File: config.mk
export PLATFORM = sky130hd
export DESIGN_NAME = mig_rd_engine
export DESIGN_NICKNAME = d
export VERILOG_FILES = /design/src/rtl/mig_rd_engine.sv
export SDC_FILE = /design/constraint.sdc
export NUM_CORES = 2
export LEC_CHECK = 0
export ABC_AREA = 1
export CORE_MARGIN = 2
export CORE_UTILIZATION = 30
export DETAILED_ROUTE_END_ITERATION = 8
export PLACE_DENSITY = 0.41
export SYNTH_ARGS = -nofsm -noshare
export SYNTH_HDL_FRONTEND = slang
export SYNTH_SLANG_ARGS = --single-unit
File: constraint.sdc
create_clock -name ui_clk -period 18.1 [get_ports ui_clk]
set_clock_uncertainty 0.2 [all_clocks]
set_input_delay 4.525 -clock ui_clk [delete_from_list [all_inputs] [get_ports ui_clk]]
set_output_delay 4.525 -clock ui_clk [all_outputs]
set_load 0.01 [all_outputs]
File: src/rtl/mig_rd_engine.sv
// MIG read-burst engine: issues strided app read commands for one job
// and returns the beats through a FWFT FIFO with consumer backpressure.
// Ports:
//   ui_clk, rst_n                        clock, async active-low reset
//   rd_req/_ready/_addr, rd_length       job request handshake
//   rd_busy, rd_done, rd_overflow        job status
//   rd_data/_valid/_ready                FIFO head to consumer
//   app_rd_addr/_cmd/_en, app_rdy        MIG command channel
//   app_rd_data/_valid/_end              MIG return channel
module mig_rd_engine #(
   parameter int ADDR_W    = 28,
   parameter int DATA_W    = 128,
   parameter int LEN_W     = 16,
   parameter int ADDR_STEP = 8,
   parameter int FIFO_AW   = 5
) (
   input  logic              ui_clk,
   input  logic              rst_n,
   input  logic              rd_req,
   output logic              rd_req_ready,
   input  logic [ADDR_W-1:0] rd_req_addr,
   input  logic [LEN_W-1:0]  rd_length,
   output logic              rd_busy,
   output logic              rd_done,
   output logic [DATA_W-1:0] rd_data,
   output logic              rd_data_valid,
   input  logic              rd_data_ready,
   output logic              rd_overflow,
   output logic [ADDR_W-1:0] app_rd_addr,
   output logic [2:0]        app_rd_cmd,
   output logic              app_rd_en,
   input  logic              app_rdy,
   input  logic [DATA_W-1:0] app_rd_data,
   input  logic              app_rd_data_valid,
   input  logic              app_rd_data_end
);

   localparam int DEPTH = 1 << FIFO_AW;
   localparam logic [FIFO_AW:0] DEPTH_W = {1'b1, {FIFO_AW{1'b0}}};

   typedef enum logic [1:0] {
      S_IDLE,
      S_ISSUE,
      S_DRAIN,
      S_DONE
   } state_t;

   state_t            state_q, state_d;
   logic [ADDR_W-1:0] addr_q, addr_d;
   logic [LEN_W-1:0]  len_q, len_d;
   logic [LEN_W-1:0]  cmd_cnt_q, cmd_cnt_d;
   logic [LEN_W-1:0]  beat_cnt_q, beat_cnt_d;
   logic [FIFO_AW:0]  outst_q, outst_d;
   logic [FIFO_AW:0]  wr_ptr_q, rd_ptr_q, fill_w;
   logic              ovf_q;
   logic [DATA_W-1:0] mem_q [DEPTH];
   logic              cmd_acc_w, pop_w, push_w, full_w, empty_w;
   logic [LEN_W-1:0]  pop_inc_w;
   logic              unused_w;

   assign unused_w = app_rd_data_end;

   // FIFO status; pointers carry one extra bit to tell full from empty
   assign fill_w    = wr_ptr_q - rd_ptr_q;
   assign full_w    = (fill_w == DEPTH_W);
   assign empty_w   = (wr_ptr_q == rd_ptr_q);
   assign pop_w     = !empty_w && rd_data_ready;
   assign push_w    = app_rd_data_valid && (!full_w || pop_w);
   assign pop_inc_w = {{(LEN_W-1){1'b0}}, pop_w};

   assign rd_data       = mem_q[rd_ptr_q[FIFO_AW-1:0]];
   assign rd_data_valid = !empty_w;
   assign rd_overflow   = ovf_q;
   assign app_rd_addr   = addr_q;
   assign app_rd_cmd    = 3'b001;

   always_comb begin
      state_d      = state_q;
      addr_d       = addr_q;
      len_d        = len_q;
      cmd_cnt_d    = cmd_cnt_q;
      beat_cnt_d   = beat_cnt_q;
      rd_req_ready = 1'b0;
      rd_busy      = 1'b1;
      rd_done      = 1'b0;
      app_rd_en    = 1'b0;
      cmd_acc_w    = 1'b0;
      unique case (state_q)
         S_IDLE: begin
            rd_req_ready = 1'b1;
            rd_busy      = 1'b0;
            if (rd_req) begin
               addr_d     = rd_req_addr;
               len_d      = rd_length;
               cmd_cnt_d  = '0;
               beat_cnt_d = '0;
               state_d    = (rd_length == '0) ? S_DONE : S_ISSUE;
            end
         end
         S_ISSUE: begin
            // never request more beats than the FIFO can absorb
            app_rd_en  = (cmd_cnt_q < len_q) && (outst_q < DEPTH_W);
            cmd_acc_w  = app_rd_en && app_rdy;
            beat_cnt_d = beat_cnt_q + pop_inc_w;
            if (cmd_acc_w) begin
               addr_d    = addr_q + ADDR_W'(ADDR_STEP);
               cmd_cnt_d = cmd_cnt_q + LEN_W'(1);
               if (cmd_cnt_q + LEN_W'(1) == len_q) begin
                  state_d = S_DRAIN;
               end
            end
         end
         S_DRAIN: begin
            // look at the post-pop count so done follows the last pop
            beat_cnt_d = beat_cnt_q + pop_inc_w;
            if (beat_cnt_d == len_q) begin
               state_d = S_DONE;
            end
         end
         S_DONE: begin
            rd_done = 1'b1;
            state_d = S_IDLE;
         end
         default: state_d = S_IDLE;
      endcase
   end

   always_comb begin
      outst_d = outst_q;
      unique case ({cmd_acc_w, pop_w && (outst_q != '0)})
         2'b10:   outst_d = outst_q + 1'b1;
         2'b01:   outst_d = outst_q - 1'b1;
         default: outst_d = outst_q;
      endcase
   end

   always_ff @(posedge ui_clk or negedge rst_n) begin
      if (!rst_n) begin
         state_q    <= S_IDLE;
         addr_q     <= '0;
         len_q      <= '0;
         cmd_cnt_q  <= '0;
         beat_cnt_q <= '0;
         outst_q    <= '0;
         wr_ptr_q   <= '0;
         rd_ptr_q   <= '0;
         ovf_q      <= 1'b0;
      end else begin
         state_q    <= state_d;
         addr_q     <= addr_d;
         len_q      <= len_d;
         cmd_cnt_q  <= cmd_cnt_d;
         beat_cnt_q <= beat_cnt_d;
         outst_q    <= outst_d;
         if (push_w) begin
            wr_ptr_q <= wr_ptr_q + 1'b1;
         end
         if (pop_w) begin
            rd_ptr_q <= rd_ptr_q + 1'b1;
         end
         if (app_rd_data_valid && full_w && !pop_w) begin
            ovf_q <= 1'b1;
         end
      end
   end

   always_ff @(posedge ui_clk) begin
      if (push_w) begin
         mem_q[wr_ptr_q[FIFO_AW-1:0]] <= app_rd_data;
      end
   end

endmodule
==> impl_metrics.yaml <==
cts:
  htree_levels: 5
  numCtsBuffers: 462
  post_cts_buffers: 0
  cts_max_path_buffers: 4
  clock_latency_ps: 1030
  cts.repair.resized: 0
  clk_pin_slew_ps: 60
  tritoncts: "yes"
  cts_num_sinks: 4193
  clockRootBuffer: "clkbuf_16"
  holdBufCountCts: 0
grt:
  overflow: 0
  grt_pass1_wl_um: 789000
  grt.total_usage_pct: 19.7
  grt_pass1_vias: 103000
  grt_max_degree: 225
  antenna_found_initial: 69
die:
  start_util_pct: 30.1
  row_count: 272
  fp.dieW_um: 745
  ios: 344
  core_area_mm2: 0.548
  die_area_mm2: 0.555
  die_y_um: 745
final_layout:
  multiInputGateArea_mm2: 0.0351
  ff_latch_area_mm2: 0.125
  fin_util_pct: 34.8
  fillers: 52500
  drive_above_1_share_pct: 7.14
  area_delta_synth_final_pct: 15.7
  final_nets: 12600
routing:
  viasPerCell: 5.30
  firstDrtPassIters: 6
  route.detailed.drc: 0
  wl_per_cell_um: 28.2
  vias: 106000
  drt_wl_total_um: 564000
  drt_first_iter_violations: 9763
  antenna_left: 0
placement:
  dpl.hpwl_um: 271000
  io_buffer_count: 339
  routabilityCongestion: 0.764
synthesis:
  synthTopCellsByArea: "edfxtp_1, o21ai_0, nor2_1, o22ai_1, o221ai_1"
  synth.most_common_cell: "edfxtp_1"
  syn_avg_cell_area_um2: 13.5
  synthDistinctLibCells: 48
  synth_cells: 12200
  ys_ff_latch: 4193
  yosys_warnings: 0
  ys_seq_area_share_pct: 76.2
  ys_top_cells_by_count: "edfxtp_1, nor2_1, o21ai_0"
  syn_area_mm2: 0.165
  synth_top_area_cell: "edfxtp_1"
  synth_top_area_share_pct: 74.7
  ys_async_sr_fraction_pct: 2.31
  synth-edff-count: 4096
  synth_flop_cell: "edfxtp_1"
worst_hold_path:
  hold_path_class: "flip-flop to flip-flop"
  hp-start: "rd_overflow"
setup_path:
  reg2reg_from: "rd_ptr_q[0]"
  required_ps: 13380
  critical-path-max-stage-delay_ps: 840
  crit_slowest_cell: "buf_4"
  critPathTopFamily: "buffers and inverters"
  cp_common_cell: "buf_4"
  critPathKind: "flip-flop to primary output"
  arrival_ps: 7610
  start_kind: "flip-flop"
  critical_path.cell_chain: "buf_4, buf_4, buf_4, buf_4, buf_4, o21ai_0, o22ai_1, o21ai_0, nor2_1, a211oi_1, a31oi_1, clkdlybuf4s50_1"
  path_max_fanout: 90
  cp_num_buf_inv: 6
  crit_path_start: "rd_ptr_q[0]"
  cp-end-kind: "primary output"
sta:
  whs_ps: 281
  hold_viol_final: 0
  slew_headroom_pct: 13.3
  finalCriticalPeriod_ps: 12340
  rsz0062_at_grt: "false"
  fin_setup_tns_ps: 0
  timing.final.crit_share_pct: 68.1
  setup_viol: 0
  drv_slew: 0
  worst_slew_pin_slew_ps: 1300
  max_freq_mhz: 81.1
outcome:
  status: "finished clean"
flow_run:
  cap_viol_max_count: 0
pwr:
  power_density_mw_per_mm2: 166
  cellLeakagePower_nw: 59.6
  irDropWorstVdd_mv: 0.138
[registers in the layout, indices dropped and copies added, names as in the netlist]
name / flops
outst_q: 6
beat_cnt_q: 16
state_q: 2
app_rd_addr: 28
rd_overflow: 1
wr_ptr_q: 6
cmd_cnt_q: 16
mem_q: 4096
len_q: 16
rd_ptr_q: 6
[cells in the final DEF (no fill, tap or decap), types with 29 or more instances in the layout]
| cell | count |
|---|---|
| inv_1 | 136 |
| nor2_1 | 2248 |
| clkbuf_16 | 465 |
| clkinv_2 | 81 |
| o221ai_1 | 366 |
| o21ai_1 | 112 |
| xor2_1 | 33 |
| clkdlybuf4s50_1 | 338 |
| edfxtp_1 | 4096 |
| dfrtp_1 | 93 |
| nand2_1 | 676 |
| clkinv_1 | 118 |
| a31oi_1 | 125 |
| nor2_4 | 32 |
| buf_12 | 29 |
| ha_1 | 40 |
| clkbuf_1 | 97 |
| nand3_1 | 266 |
| buf_4 | 196 |
| nand4_1 | 56 |
| bufinv_16 | 43 |
| nor3_1 | 43 |
| o21ai_0 | 2080 |
| a21oi_1 | 122 |
| o22ai_1 | 666 |
[final timing paths]
path	end	slack, ps	depth (start not counted)
worst max-delay path	rd_data[103]	5760	12
worst min-delay path	rd_overflow	280	1
worst max register to register	mem_q[30][103]	9630	16
worst min register to register	rd_overflow	280	1
max in group asynchronous	cmd_cnt_q[9]	13150	2
min in group asynchronous	cmd_cnt_q[4]	3390	1
[where the power goes]
group	internal, mW	switching (mW)	total, mW
registers	11.4	0.259	11.6
logic	3.00	7.71	10.7
clock network	5.32	3.92	9.24
total	19.7	11.9	31.6
[cells by family after synthesis]
family          after synthesis  share of synthesized area [%]
compound gates             3574                           12.5
other cells                   2                        0.00456
mux                           4                         0.0251
buf+inv                    1015                           2.65
flops                      4193                           76.2
fa+ha+maj                    41                          0.316
xor+xnor                     46                          0.287
simple gates               3346                           8.00
[per-layer routing]
| metal | wire, um | GRT usage, % |
|---|---|---|
| met5 | 150 | 0 |
| met4 | 11400 | 4.26 |
| met3 | 31500 | 2.73 |
| met2 | 270000 | 32.9 |
| met1 | 251000 | 27.2 |
[area by class of cell]
class / count / share of cell area, %
sequential: 4193 / 65.9
multi-input combinational: 7014 / 18.4
clock buffer: 564 / 6.32
tap: 7261 / 4.77
timing repair buffer: 563 / 2.85
clock inverter: 279 / 1.44
inverter: 143 / 0.308
antenna: 21 / 0.0276
[metrics by stage]
stage	cells	worst slack, ps	cell area [um^2]	power, mW
floorplan	12200	5140	165000	17.9
global placement	19200	6840	176000	22.6
detailed placement	19200	6820	176000	22.7
CTS	20000	5680	190000	32.1
global route	20000	5350	190000	33.2
finish	20000	5760	190000	31.6
(Power assumes the default switching activity.)
